## src/rtl/ipr_pkg.sv

```systemverilog
// Shared types and helpers for the IPR request router.
//   ipr_route_t      : route tag held per outstanding transaction
//   IPR_CH_W_MAX     : widest channel-select field a tag can carry
//   IPR_TIMEOUT_DATA : read data returned by a synthetic timeout response
//   ipr_decode()     : address-window match
package ipr_pkg;

    // Tags carry a fixed-width channel field so the type can live in a
    // package; the router uses only the low $clog2(NUM_CH) bits.
    localparam int IPR_CH_W_MAX = 8;

    localparam logic [31:0] IPR_TIMEOUT_DATA = 32'hDEAD_BEEF;

    typedef struct packed {
        logic                    is_ipr;
        logic                    we;
        logic [IPR_CH_W_MAX-1:0] chan;
    } ipr_route_t;

    function automatic logic ipr_decode(input logic [31:0] addr,
                                        input logic [31:0] base,
                                        input logic [31:0] mask);
        return (addr & mask) == base;
    endfunction

endpackage

```

## src/rtl/ipr_route_fifo.sv

```systemverilog
// In-order tracker of route tags for accepted transactions.
// Ports:
//   clk, rst_n      : clock, async active-low reset (empties the FIFO)
//   push, din       : write a tag (ignored when full)
//   pop             : drop the head tag (ignored when empty)
//   dout            : head tag
//   full, empty     : occupancy flags
//   count           : number of stored tags
module ipr_route_fifo
    import ipr_pkg::*;
#(
    parameter int DEPTH = 4
) (
    input  logic                       clk,
    input  logic                       rst_n,
    input  logic                       push,
    input  ipr_route_t                 din,
    input  logic                       pop,
    output ipr_route_t                 dout,
    output logic                       full,
    output logic                       empty,
    output logic [$clog2(DEPTH):0]     count
);

    localparam int AW = $clog2(DEPTH);

    ipr_route_t     mem [DEPTH];
    logic [AW-1:0]  wr_ptr;
    logic [AW-1:0]  rd_ptr;
    logic           do_push;
    logic           do_pop;

    assign full    = (count == (AW+1)'(DEPTH));
    assign empty   = (count == '0);
    assign do_push = push && !full;
    assign do_pop  = pop && !empty;
    assign dout    = mem[rd_ptr];

    always_ff @(posedge clk) begin
        if (do_push) begin
            mem[wr_ptr] <= din;
        end
    end

    // Pointers are AW bits wide, so they wrap modulo DEPTH on their own.
    always_ff @(posedge clk or negedge rst_n) begin
        if (!rst_n) begin
            wr_ptr <= '0;
            rd_ptr <= '0;
            count  <= '0;
        end else begin
            if (do_push) wr_ptr <= wr_ptr + 1'b1;
            if (do_pop)  rd_ptr <= rd_ptr + 1'b1;
            case ({do_push, do_pop})
                2'b10:   count <= count + 1'b1;
                2'b01:   count <= count - 1'b1;
                default: count <= count;
            endcase
        end
    end

endmodule

```

## src/rtl/ipr_router.sv

```systemverilog
// Routes core data-memory requests to the default memory path or to one of
// NUM_CH IPR read/write channel pairs, and steers responses back in order.
// Optional build macro: IPR_TIMEOUT_EN (synthetic response after
// TIMEOUT_CYCLES without a head response).
// Ports:
//   clk, rst_n                          : clock, async active-low reset
//   data_req_i/addr/wdata/we/be         : core request
//   data_gnt_o/rvalid/rdata             : core grant and response
//   bus_addr/wdata/we/be_o              : request fields broadcast to targets
//   dflt_req/gnt/rvalid/rdata           : default memory path
//   ipr_rd_req/gnt/rvalid/rdata         : IPR read channels (rdata c at [c*DATA_W +: DATA_W])
//   ipr_wr_req/gnt/rvalid               : IPR write channels
//   outstanding_o                       : tracked transaction count
//   err_o                               : stray response or timeout pulse
module ipr_router
    import ipr_pkg::*;
#(
    parameter int          NUM_CH          = 4,
    parameter int          DATA_W          = 32,
    parameter int          MAX_OUTSTANDING = 4,
    parameter logic [31:0] IPR_BASE        = 32'h1900_0000,
    parameter logic [31:0] IPR_MASK        = 32'hFF00_0000,
    parameter int          CH_SEL_LSB      = 4,
    parameter int          TIMEOUT_CYCLES  = 1024
) (
    input  logic                              clk,
    input  logic                              rst_n,
    input  logic                              data_req_i,
    input  logic [31:0]                       data_addr_i,
    input  logic [DATA_W-1:0]                 data_wdata_i,
    input  logic                              data_we_i,
    input  logic [DATA_W/8-1:0]               data_be_i,
    output logic                              data_gnt_o,
    output logic                              data_rvalid_o,
    output logic [DATA_W-1:0]                 data_rdata_o,
    output logic [31:0]                       bus_addr_o,
    output logic [DATA_W-1:0]                 bus_wdata_o,
    output logic                              bus_we_o,
    output logic [DATA_W/8-1:0]               bus_be_o,
    output logic                              dflt_req_o,
    input  logic                              dflt_gnt_i,
    input  logic                              dflt_rvalid_i,
    input  logic [DATA_W-1:0]                 dflt_rdata_i,
    output logic [NUM_CH-1:0]                 ipr_rd_req_o,
    input  logic [NUM_CH-1:0]                 ipr_rd_gnt_i,
    input  logic [NUM_CH-1:0]                 ipr_rd_rvalid_i,
    input  logic [NUM_CH*DATA_W-1:0]          ipr_rd_rdata_i,
    output logic [NUM_CH-1:0]                 ipr_wr_req_o,
    input  logic [NUM_CH-1:0]                 ipr_wr_gnt_i,
    input  logic [NUM_CH-1:0]                 ipr_wr_rvalid_i,
    output logic [$clog2(MAX_OUTSTANDING):0]  outstanding_o,
    output logic                              err_o
);

    localparam int CH_W = $clog2(NUM_CH);
    localparam int RV_W = 2*NUM_CH + 1;

    if (NUM_CH < 2 || (NUM_CH & (NUM_CH-1)) != 0 || CH_W > IPR_CH_W_MAX) begin : g_chk_ch
        $error("ipr_router: NUM_CH must be a power of 2, >= 2 and fit a route tag");
    end
    if (MAX_OUTSTANDING < 2 || (MAX_OUTSTANDING & (MAX_OUTSTANDING-1)) != 0) begin : g_chk_mo
        $error("ipr_router: MAX_OUTSTANDING must be a power of 2, >= 2");
    end
    if (TIMEOUT_CYCLES < 2) begin : g_chk_to
        $error("ipr_router: TIMEOUT_CYCLES must be >= 2");
    end

    logic              is_ipr;
    logic [CH_W-1:0]   sel;
    logic              tgt_gnt;
    logic              full;
    logic              empty;
    logic              push;
    logic              pop;
    ipr_route_t        push_tag;
    ipr_route_t        head_tag;
    logic [CH_W-1:0]   head_ch;
    logic [RV_W-1:0]   rv_all;
    logic [RV_W-1:0]   head_mask;
    logic              head_rvalid;
    logic              stray;
    logic [DATA_W-1:0] head_rdata;
    logic              timeout_fire;
    logic              unused_chan;

    assign bus_addr_o  = data_addr_i;
    assign bus_wdata_o = data_wdata_i;
    assign bus_we_o    = data_we_i;
    assign bus_be_o    = data_be_i;

    assign is_ipr = data_req_i && ipr_decode(data_addr_i, IPR_BASE, IPR_MASK);
    assign sel    = data_addr_i[CH_SEL_LSB +: CH_W];

    // A full tracker blocks every request, even if the head pops this cycle,
    // so the push never depends on the same-cycle response path.
    always_comb begin
        dflt_req_o   = 1'b0;
        ipr_rd_req_o = '0;
        ipr_wr_req_o = '0;
        tgt_gnt      = 1'b0;
        if (data_req_i) begin
            if (is_ipr) begin
                if (data_we_i) begin
                    ipr_wr_req_o[sel] = !full;
                    tgt_gnt           = ipr_wr_gnt_i[sel];
                end else begin
                    ipr_rd_req_o[sel] = !full;
                    tgt_gnt           = ipr_rd_gnt_i[sel];
                end
            end else begin
                dflt_req_o = !full;
                tgt_gnt    = dflt_gnt_i;
            end
        end
    end

    assign data_gnt_o = data_req_i && !full && tgt_gnt;
    assign push       = data_gnt_o;

    always_comb begin
        push_tag        = '0;
        push_tag.is_ipr = is_ipr;
        push_tag.we     = data_we_i;
        push_tag.chan   = IPR_CH_W_MAX'(sel);
    end

    ipr_route_fifo #(
        .DEPTH (MAX_OUTSTANDING)
    ) u_fifo (
        .clk   (clk),
        .rst_n (rst_n),
        .push  (push),
        .din   (push_tag),
        .pop   (pop),
        .dout  (head_tag),
        .full  (full),
        .empty (empty),
        .count (outstanding_o)
    );

    assign head_ch     = head_tag.chan[CH_W-1:0];
    assign unused_chan = ^head_tag.chan;

    // rv_all bit layout: [0] default, [1 +: NUM_CH] read, [1+NUM_CH +: NUM_CH] write.
    assign rv_all = {ipr_wr_rvalid_i, ipr_rd_rvalid_i, dflt_rvalid_i};

    always_comb begin
        head_mask = '0;
        if (!empty) begin
            if (!head_tag.is_ipr)  head_mask[0]                 = 1'b1;
            else if (head_tag.we)  head_mask[1+NUM_CH+head_ch]  = 1'b1;
            else                   head_mask[1+head_ch]         = 1'b1;
        end
    end

    assign head_rvalid = |(rv_all & head_mask);
    assign stray       = |(rv_all & ~head_mask);

    always_comb begin
        head_rdata = dflt_rdata_i;
        if (head_tag.is_ipr) begin
            head_rdata = head_tag.we ? '0 : ipr_rd_rdata_i[head_ch*DATA_W +: DATA_W];
        end
    end

`ifdef IPR_TIMEOUT_EN
    localparam int TO_W = $clog2(TIMEOUT_CYCLES) + 1;
    logic [TO_W-1:0] wait_cnt;

    assign timeout_fire = !empty && !head_rvalid &&
                          (wait_cnt == TO_W'(TIMEOUT_CYCLES - 1));

    always_ff @(posedge clk or negedge rst_n) begin
        if (!rst_n) begin
            wait_cnt <= '0;
        end else if (pop || (push && empty)) begin
            wait_cnt <= '0;
        end else if (!empty) begin
            wait_cnt <= wait_cnt + 1'b1;
        end
    end
`else
    assign timeout_fire = 1'b0;
`endif

    assign pop           = head_rvalid || timeout_fire;
    assign data_rvalid_o = pop;
    assign err_o         = stray || timeout_fire;

    always_comb begin
        data_rdata_o = '0;
        if (timeout_fire)     data_rdata_o = DATA_W'(IPR_TIMEOUT_DATA);
        else if (head_rvalid) data_rdata_o = head_rdata;
    end

endmodule

```

## config.mk

```make
export PLATFORM = sky130hd
export DESIGN_NAME = ipr_router
export DESIGN_NICKNAME = d
export VERILOG_FILES = /design/src/rtl/ipr_pkg.sv /design/src/rtl/ipr_route_fifo.sv /design/src/rtl/ipr_router.sv
export SDC_FILE = /design/constraint.sdc
export NUM_CORES = 1
export LEC_CHECK = 0
export ABC_CLOCK_PERIOD_IN_PS = 4400
export BUFFER_PORTS_ARGS = -buffer_cell sky130_fd_sc_hd__buf_4
export CORE_AREA = 10 10 135 137
export DETAILED_ROUTE_END_ITERATION = 12
export DIE_AREA = 0 0 145 147
export PLACE_DENSITY = 0.6
export SLEW_MARGIN = 25
export SYNTH_ARGS = -nofsm -noshare
export SYNTH_HDL_FRONTEND = slang
export SYNTH_HIERARCHICAL = 1
export SYNTH_SLANG_ARGS = --single-unit
```

## constraint.sdc

```tcl
create_clock -name clk -period 4.4 [get_ports clk]
set_input_delay 0.22 -clock clk [delete_from_list [all_inputs] [get_ports clk]]
set_output_delay 0.22 -clock clk [all_outputs]
set_load 0.03 [all_outputs]
```

# After elaboration in Yosys (flattened, before gate mapping)
# Memories as Yosys holds them, arrays and structs flattened.
# Cells that the tools add are included.
# word_totals
register_bits	7
mem_bits_rw	16
input_bits	250
out_inout_bits	116
wordCells	70
mem_count	1
# memory_table
memory	depth	width	read_ports	rd_ports_with_merged_regs	write_ports	line	text
u_fifo.mem	4	4	1	0	1	ipr_route_fifo.sv:27	ipr_route_t mem [DEPTH];
# op_classes
n_addsub	6
magnitude_cmp	6
n_eq_ne	4
n_shift	1
mux	31
bitwise	4
reduce_logical	14
# ops
operator	count
128-bit by 8-bit indexed part select with 32-bit output	1
32-bit 2-to-1 mux	3
4-bit 2-to-1 mux	6
9-bit bitwise AND	2
9-bit 2-to-1 mux	2
9-bit OR reduction	2
1-bit 2-to-1 mux	13
9-bit NOT	1
1-bit demux with 4-bit select	2
8-bit by 5-bit equality test with 1-bit output (second input constant)	1
1-bit logical AND	8
8-bit 2-to-1 mux	1
3-bit one-hot mux with 2 select lines	1
3-bit by 5-bit less-than comparator with 1-bit output (second input constant)	1
4-bit by 5-bit less-than comparator with 1-bit output (second input constant)	1
2-bit by 1-bit adder with 2-bit output (second input constant)	2
3-bit by 2-bit adder with 4-bit output (first input constant)	1
4-bit bitwise AND	1
1-bit binary-select mux with 2-bit select	2
4-bit by 1-bit >= comparator with 1-bit output (second input constant)	1
1-bit by 2-bit adder with 3-bit output (first input constant)	1
3-bit by 1-bit adder with 3-bit output (second input constant)	1
3-bit equality test (second input constant)	1
3-bit by 1-bit >= comparator with 1-bit output (second input constant)	1
9 further kinds	10

# Depth between registers and ports, before layout
# Gate-level depths: netlist (run 1).
# An unclocked memory read counts as a cell.
# depth
word_depth	14
ltp_mapped	18
mapped_depth_nobuf	14

# Modules after synthesis
# Netlist (run 1), hierarchy kept.
# by_module_without_submodules
module	instances	cells_per_inst	area_per_inst_um2	seq_area_each_um2
ipr_router	1	295	2368.5	0.0
ipr_route_fifo	1	89	1885.6	1376.3

# Least setup slack after synthesis (run 1)
# OpenSTA, ideal clock, no wires.
# synth_path
path_type	register to register
from	reg u_fifo.rd_ptr[0]
to	reg u_fifo.count[2]
setup_time_ps	81
arrival_time_ps	4030
t_required_ps	4319
setup_slack_ps	289
stages_incl_launch_ff	19
n_path_buf	4
period_less_slack_ps	4111
path_cell_list	dfrtp_1 -> buf_6 -> mux4_2 -> clkbuf_1 -> clkbuf_1 -> inv_1 -> ha_1 -> nand4b_1 -> a211oi_1 -> a221oi_2 -> clkbuf_1 -> nand2_1 -> o31a_2 -> ha_1 -> inv_1 -> fa_1 -> xor2_1 -> nor2_1 -> xor2_1
# synth_lines
element	line	text
start: declaration	ipr_route_fifo.sv:29	logic [AW-1:0] rd_ptr;
start signal: assignment	ipr_route_fifo.sv:53	if (do_pop) rd_ptr <= rd_ptr + 1'b1;
end signal: assignment	ipr_route_fifo.sv:55	2'b10: count <= count + 1'b1;
end signal: assignment	ipr_route_fifo.sv:56	2'b01: count <= count - 1'b1;
end signal: assignment	ipr_route_fifo.sv:57	default: count <= count;
end: declaration	ipr_route_fifo.sv:22	output logic [$clog2(DEPTH):0] count

==> results of run 1 <==
==> stage by stage <==
| step | power [mW] | setup slack (ps) | util (%) |
|---|---|---|---|
| floorplan | 2.008 | 379.3 | - |
| global placement | 2.596 | 491.8 | 31.88 |
| detailed placement | 2.653 | 293.8 | 31.88 |
| CTS | 2.854 | 270.1 | 32.46 |
| global route | 3.034 | 23.75 | 32.49 |
| finish | 2.811 | 295.7 | 32.49 |
==> how the worst max path moves through the flow <==
| stage | end | cells past startpoint |
|---|---|---|
| final | u_fifo/count[2]$_DFFE_PN0P_ | 13 |
| after global routing | u_fifo/count[2]$_DFFE_PN0P_ | 13 |
| after detailed placement | u_fifo/count[2]$_DFFE_PN0P_ | 13 |
| after global placement | u_fifo/count[2]$_DFFE_PN0P_ | 13 |
| after floorplan | u_fifo/count[2]$_DFFE_PN0P_ | 18 |
| after CTS | u_fifo/count[2]$_DFFE_PN0P_ | 13 |
==> worst reg2reg max path, cell delays in order, from the launching register on <==
cell and delay [ps]:
dfrtp_1 510, mux4_2 770, ha_1 380, a22oi_1 200
a21oi_1 140, a21oi_4 740, nand2_1 200, o31a_2 200
ha_1 220, inv_1 80, fa_1 180, xor2_1 150
nor2_1 70, xor2_1 140
==> layout make-up <==
class	instances	share of cell area, %
sequential	23	12.94
inverter	11	0.8148
timing repair buffer	256	37.98
multi-input combinational	224	41.36
clock inverter	1	0.09877
tap	216	5.333
clock buffer	3	1.481
==> power by group through the flow <==
stage                     registers, mW  logic (mW)  clock network, mW
after CTS                         0.339        2.32              0.196
after floorplan                   0.352        1.66                  0
final                             0.338        2.28              0.192
after global placement            0.339        2.26                  0
after global routing              0.347        2.48              0.208
after detailed placement          0.342        2.31                  0
==> timing repair <==
action,4_1_cts,5_1_grt
hold endpoints to repair,7,0
resized for setup,0,1
hold buffers,1,0
setup buffers,0,0
endpoints found under the setup margin,0,1
==> cells in the final DEF, fill, tap and decap left out, types with 2 or more instances in the layout <==
| cell type | count |
|---|---|
| a211oi_1 | 2 |
| nor2_1 | 9 |
| o22ai_1 | 3 |
| xnor2_1 | 3 |
| mux4_2 | 38 |
| dfrtp_1 | 7 |
| ha_1 | 10 |
| edfxtp_1 | 16 |
| nor3_1 | 3 |
| nor2b_1 | 34 |
| nand3b_1 | 2 |
| nor4b_1 | 2 |
| inv_1 | 11 |
| nand4b_1 | 4 |
| nand2_1 | 7 |
| and2_2 | 4 |
| xor2_1 | 3 |
| nand2b_1 | 7 |
| a22oi_1 | 2 |
| a21oi_1 | 70 |
| clkbuf_16 | 3 |
| buf_4 | 255 |
| mux2i_1 | 2 |
==> state kept, by name, summed over array words and instances, names as in the netlist <==
name and flops:
u_fifo/count 3, u_fifo/mem 16, u_fifo/wr_ptr 2, u_fifo/rd_ptr 2
==> routing by layer <==
metal / share of wire, % / global-route usage (%) / up-vias / wire length [um]
li1: - / - / 1550 / -
met1: 34 / 13.16 / 1602 / 5148
met2: 55 / 25.11 / 164 / 8401
met3: 7.6 / 4.085 / 54 / 1153
met4: 2.6 / 4.086 / 2 / 399
met5: 0.32 / 1.659 / - / 49
==> flow_summary.ini, run 1 <==
[final_layout]
instances_no_fill = 734
ant_diodes = 0
drive_gt1_share_pct = 59.85
register_area_um2 = 655.6
nets = 780
layout_filler_cell_count = 1614
final_cell_area_um2 = 5067
area_of_combinational_cells_with_multiple_inputs_um2 = 2096
area.growth.synth_to_final_pct = 49.28

[hold_path]
worst_hold_path.endpoint = u_fifo/mem[3][8]$_DFFE_PP_
min-delay-path-class = primary input to register
worst_hold_startpoint = data_we_i
worstHoldPathCells = 1

[clock_network]
cts_tree = yes
worst_setup_hold_path_clk_slew_ps = 60
htreeDepth = 1
cts_inserted_buffers = 3
ctsLongestPathBuffers = 2
clock_insertion_delay_at_the_later_pin_of_the_skew_report_ps = 250
cts_root_buf = clkbuf_16
clock_sink_count = 23

[setup_path]
cp_data_arrival_time_ps = 4240
cp.buffers_inverters = 1
ff2ff_setup_slack_ps = 300
cpLargestDelayFamily = compound AO/OA/AOI/OAI gates
worst_r2r_endpoint = u_fifo/count[2]$_DFFE_PN0P_
setup.worst_path.start = u_fifo/rd_ptr[0]$_DFFE_PN0P_
r2r-start = u_fifo/rd_ptr[0]$_DFFE_PN0P_
worst_path_max_delay_cell = mux4_2
startpoint_type = register
required_ps = 4540
timing.setup.critical_path_class = register to register
r2r_cells = 13
crit_fanout = 33
slowest_delay_ps = 760
timing.critical_path.cells = mux4_2 -> ha_1 -> a22oi_1 -> a21oi_1 -> a21oi_4 -> nand2_1 -> o31a_2 -> ha_1 -> inv_1 -> fa_1 -> xor2_1 -> nor2_1 -> xor2_1
endpoint_kind = register

[global_routing]
wire_length_of_the_first_global_routing_pass_um = 22480
antenna_found_initial = 0
grt.overflow.total = 0
first_global_vias = 3854
grt_start_max_net_pins = 37
gr-usage-all-layers_pct = 13.15

[yosys]
synth-warning-count = 6
synth_cells = 353
synth_area_um2 = 3395
avgSynthCellArea_um2 = 9.616
syn-num-nets = 614

[timing]
timing.final.crit_period_ps = 4104
finClkSkew_ps = 1.800
final.setup.tns_ps = 0
fin_hold_ws_ps = 211.1
finalHoldViolCount = 0
maxSlewViolCount = 0
final_min_period_over_clock_period_pct = 93.28
max_slew.worst_pin.slew_ps = 898.8
unrepaired_setup_endpoints_after_global_routing = no
fmaxAchievable_mhz = 243.6
maxSlewHeadroom_pct = 39.94
timing.final.setup_violations = 0

[placed_design]
place_congestion = 0.8963
numPortBuffers = 249
placed_area_um2 = 4972
place.detailed.hpwl_um = 13160
place_inst = 729

[pwr]
power-per-cell-area_nw_per_um2 = 554.8
worst_ir_drop_vdd_mv = 0.2284
power.leakage_nw = 2.247
power_frac_comb_pct = 81.2
netSwitchingFraction_pct = 50.50
clock_network_power_share_pct = 6.8
p_int_mw = 1.392
power.sequential.fraction_pct = 12.0
switchingPower_mw = 1.420

[routing]
via_count = 3372
drt-pass1-iter-count = 4
routed_via_density = 4.594
postRouteAntennaNets = 0
postRouteWirelength_um = 15150
route.detailed.wl_per_inst_um = 20.64
drt_iter0_drc = 125
drt_drc_violations_left = 0

[floorplanning]
core_area_um2 = 15600
initial_utilization_pct = 21.76
die_y_um = 147
ios = 366
die-area_um2 = 21320
die_w_um = 145
row_count = 46

[outcome]
outcome = finished, final reports clean

[flow_run]
drv.max_cap_violation_count = 0
Power figures use the tool's default switching activity.
==> run 2, diff against run 1 <==
--- a/config.mk
+++ b/config.mk
@@ -5,12 +5,13 @@
 export SDC_FILE = /design/constraint.sdc
 export NUM_CORES = 1
 export LEC_CHECK = 0
+export ABC_AREA = 1
 export ABC_CLOCK_PERIOD_IN_PS = 4400
 export BUFFER_PORTS_ARGS = -buffer_cell sky130_fd_sc_hd__buf_4
-export CORE_AREA = 10 10 135 137
+export CORE_AREA = 10 10 134 136
 export DETAILED_ROUTE_END_ITERATION = 12
-export DIE_AREA = 0 0 145 147
-export PLACE_DENSITY = 0.6
+export DIE_AREA = 0 0 144 146
+export PLACE_DENSITY = 0.66
 export SLEW_MARGIN = 25
 export SYNTH_ARGS = -nofsm -noshare
 export SYNTH_HDL_FRONTEND = slang
==> run 2 against run 1 <==
Die area decreased by 1.4%; routed wire length increased by 12%; sequential cell count unchanged; register-to-register slack improved by 500 ps; highest routed layer unchanged; maximum frequency increased by 11%; largest power group unchanged.
==> flow_summary.ini, run 2 <==
[global_routing]
grt_start_max_net_pins = 68
grt.overflow.total = 0
first_global_vias = 4593
gr-usage-all-layers_pct = 14.43
wire_length_of_the_first_global_routing_pass_um = 24650
antenna_found_initial = 3

[clock_network]
cts_inserted_buffers = 3
clock_sink_count = 23
cts_root_buf = clkbuf_16
postCtsResizedCells = 0
cts_tree = yes
worst_setup_hold_path_clk_slew_ps = 60
htreeDepth = 1
ctsLongestPathBuffers = 2
number_of_post_cts_setup_repair_buffers = 0
clock_insertion_delay_at_the_later_pin_of_the_skew_report_ps = 260

[yosys]
syn-num-nets = 917
synth_area_um2 = 4046
synth_cells = 656
synth-warning-count = 6
avgSynthCellArea_um2 = 6.168

[setup_path]
path_common_cell = nand2_1
required_ps = 4180
endpoint_kind = primary output
cp_data_arrival_time_ps = 3490
slowest_delay_ps = 490
startpoint_type = register
worst_path_max_delay_cell = buf_4
timing.setup.critical_path_class = register to primary output
crit_fanout = 32
timing.critical_path.cells = inv_2 -> nand2_1 -> o211ai_1 -> nand2_1 -> inv_1 -> ha_1 -> nor2_1 -> nor2_1 -> nand4_1 -> nand2_1 -> nor2_4 -> buf_4 -> a21oi_1 -> buf_4

[final_layout]
biggestRegsByFlops = u_fifo/mem (16), u_fifo/count (3)
largest_reg_flops = 16
nets = 1070
most-common-layout-cells = buf_4, nor2_1, nand2_1
area.growth.synth_to_final_pct = 36.09
register_name_with_the_most_flops = u_fifo/mem
mostFrequentLayoutCell = buf_4
drive_gt1_share_pct = 38.00

[outcome]
outcome = finished, final reports clean

[pwr]
power-per-cell-area_nw_per_um2 = 801.5
worst_ir_drop_vdd_mv = 0.5374
power.leakage_nw = 2.817
post-layout-total-power_mw = 4.413

[hold_path]
min-delay-path-class = primary input to register

[timing]
timing.final.crit_period_ps = 3712
max_slew.worst_pin.slew_ps = 731.3
final.setup.tns_ps = 0
finalHoldViolCount = 0
finClkSkew_ps = 6.883
fmaxAchievable_mhz = 269.4
maxSlewHeadroom_pct = 51.24
maxSlewViolCount = 0
timing.final.setup_violations = 0
final_min_period_over_clock_period_pct = 84.37
unrepaired_setup_endpoints_after_global_routing = no

[routing]
routed_via_density = 4.650
drt_iter0_drc = 242
via_count = 4659
drt-pass1-iter-count = 5
route.detailed.wl_per_inst_um = 17.00
drt_drc_violations_left = 0
postRouteWirelength_um = 17030
postRouteAntennaNets = 0

[flow_run]
drv.max_cap_violation_count = 0

[placed_design]
numPortBuffers = 249
place.detailed.hpwl_um = 13530
place_congestion = 0.9205

[floorplanning]
row_count = 46
die_y_um = 146
core_area_um2 = 15480
ios = 366
die_w_um = 144
initial_utilization_pct = 26.14
die-area_um2 = 21020
## run 2: routing by layer
metal / up-vias / GRT usage (%) / part of all wire, %
li1: 2341 / - / -
met1: 2065 / 16.19 / 38
met2: 240 / 25.05 / 48
met3: 11 / 6.430 / 13
met4: 2 / 1.736 / 0.44
met5: - / 0 / 0.10
## run 2: power breakdown
part	internal [mW]	switching (mW)
logic	1.29	2.60
registers	0.285	0.0376
clock network	0.122	0.0706
## run 2: final timing paths
check                                        startpoint                           end  slack [ps]  cells after the start
max                        u_fifo/rd_ptr[0]$_DFFE_PN0P_              data_rdata_o[31]         690                     14
min                                           data_we_i    u_fifo/mem[3][8]$_DFFE_PP_         220                      1
max reg2reg                u_fifo/rd_ptr[0]$_DFFE_PN0P_   u_fifo/count[2]$_DFFE_PN0P_         800                     20
min reg2reg                 u_fifo/count[0]$_DFFE_PN0P_   u_fifo/count[0]$_DFFE_PN0P_         510                      1
max in group asynchronous                         rst_n   u_fifo/count[1]$_DFFE_PN0P_        3980                      2
min in group asynchronous                         rst_n  u_fifo/wr_ptr[1]$_DFFE_PN0P_         300                      2
## run 2: repair_timing
| item | CTS | global route |
|---|---|---|
| hold buffers | 1 | 0 |
| endpoints found under the hold margin | 7 | 0 |
| endpoints found under the setup margin | 0 | 0 |
## run 2: final cells by class
type,count,area (um^2)
clock inverter,1,5.005
sequential,23,655.6
tap,192,240.2
clock buffer,3,75.07
multi-input combinational,477,2417
antenna,2,5.005
fill,1692,9976
timing repair buffer,257,1932
inverter,47,176.4
## run 2: worst max-delay path: cells and delay by family, from the launching register on
family	cells	cell delay (ps)
adder cells (fa/ha/maj)	1	320
AND/OR/NAND/NOR	7	900
flip-flops	1	400
buffers and inverters	4	1350
AO/OA/AOI/OAI	2	250
## run 2: through the flow
stage          hold slack, ps  instance area (um^2)  std cells  util (%)  worst slack (ps)
3_5_place_dp            40.15                  5411        995     34.95             797.1
2_1_floorplan          -75.59                  4046        656         -              1049
5_1_grt                 220.0                  5504       1001     35.55             389.8
4_1_cts                 220.8                  5502       1000     35.53             670.5
3_3_place_gp            41.26                  5411        995     34.95             932.9
6_report                220.5                  5507       1002     35.57             687.6
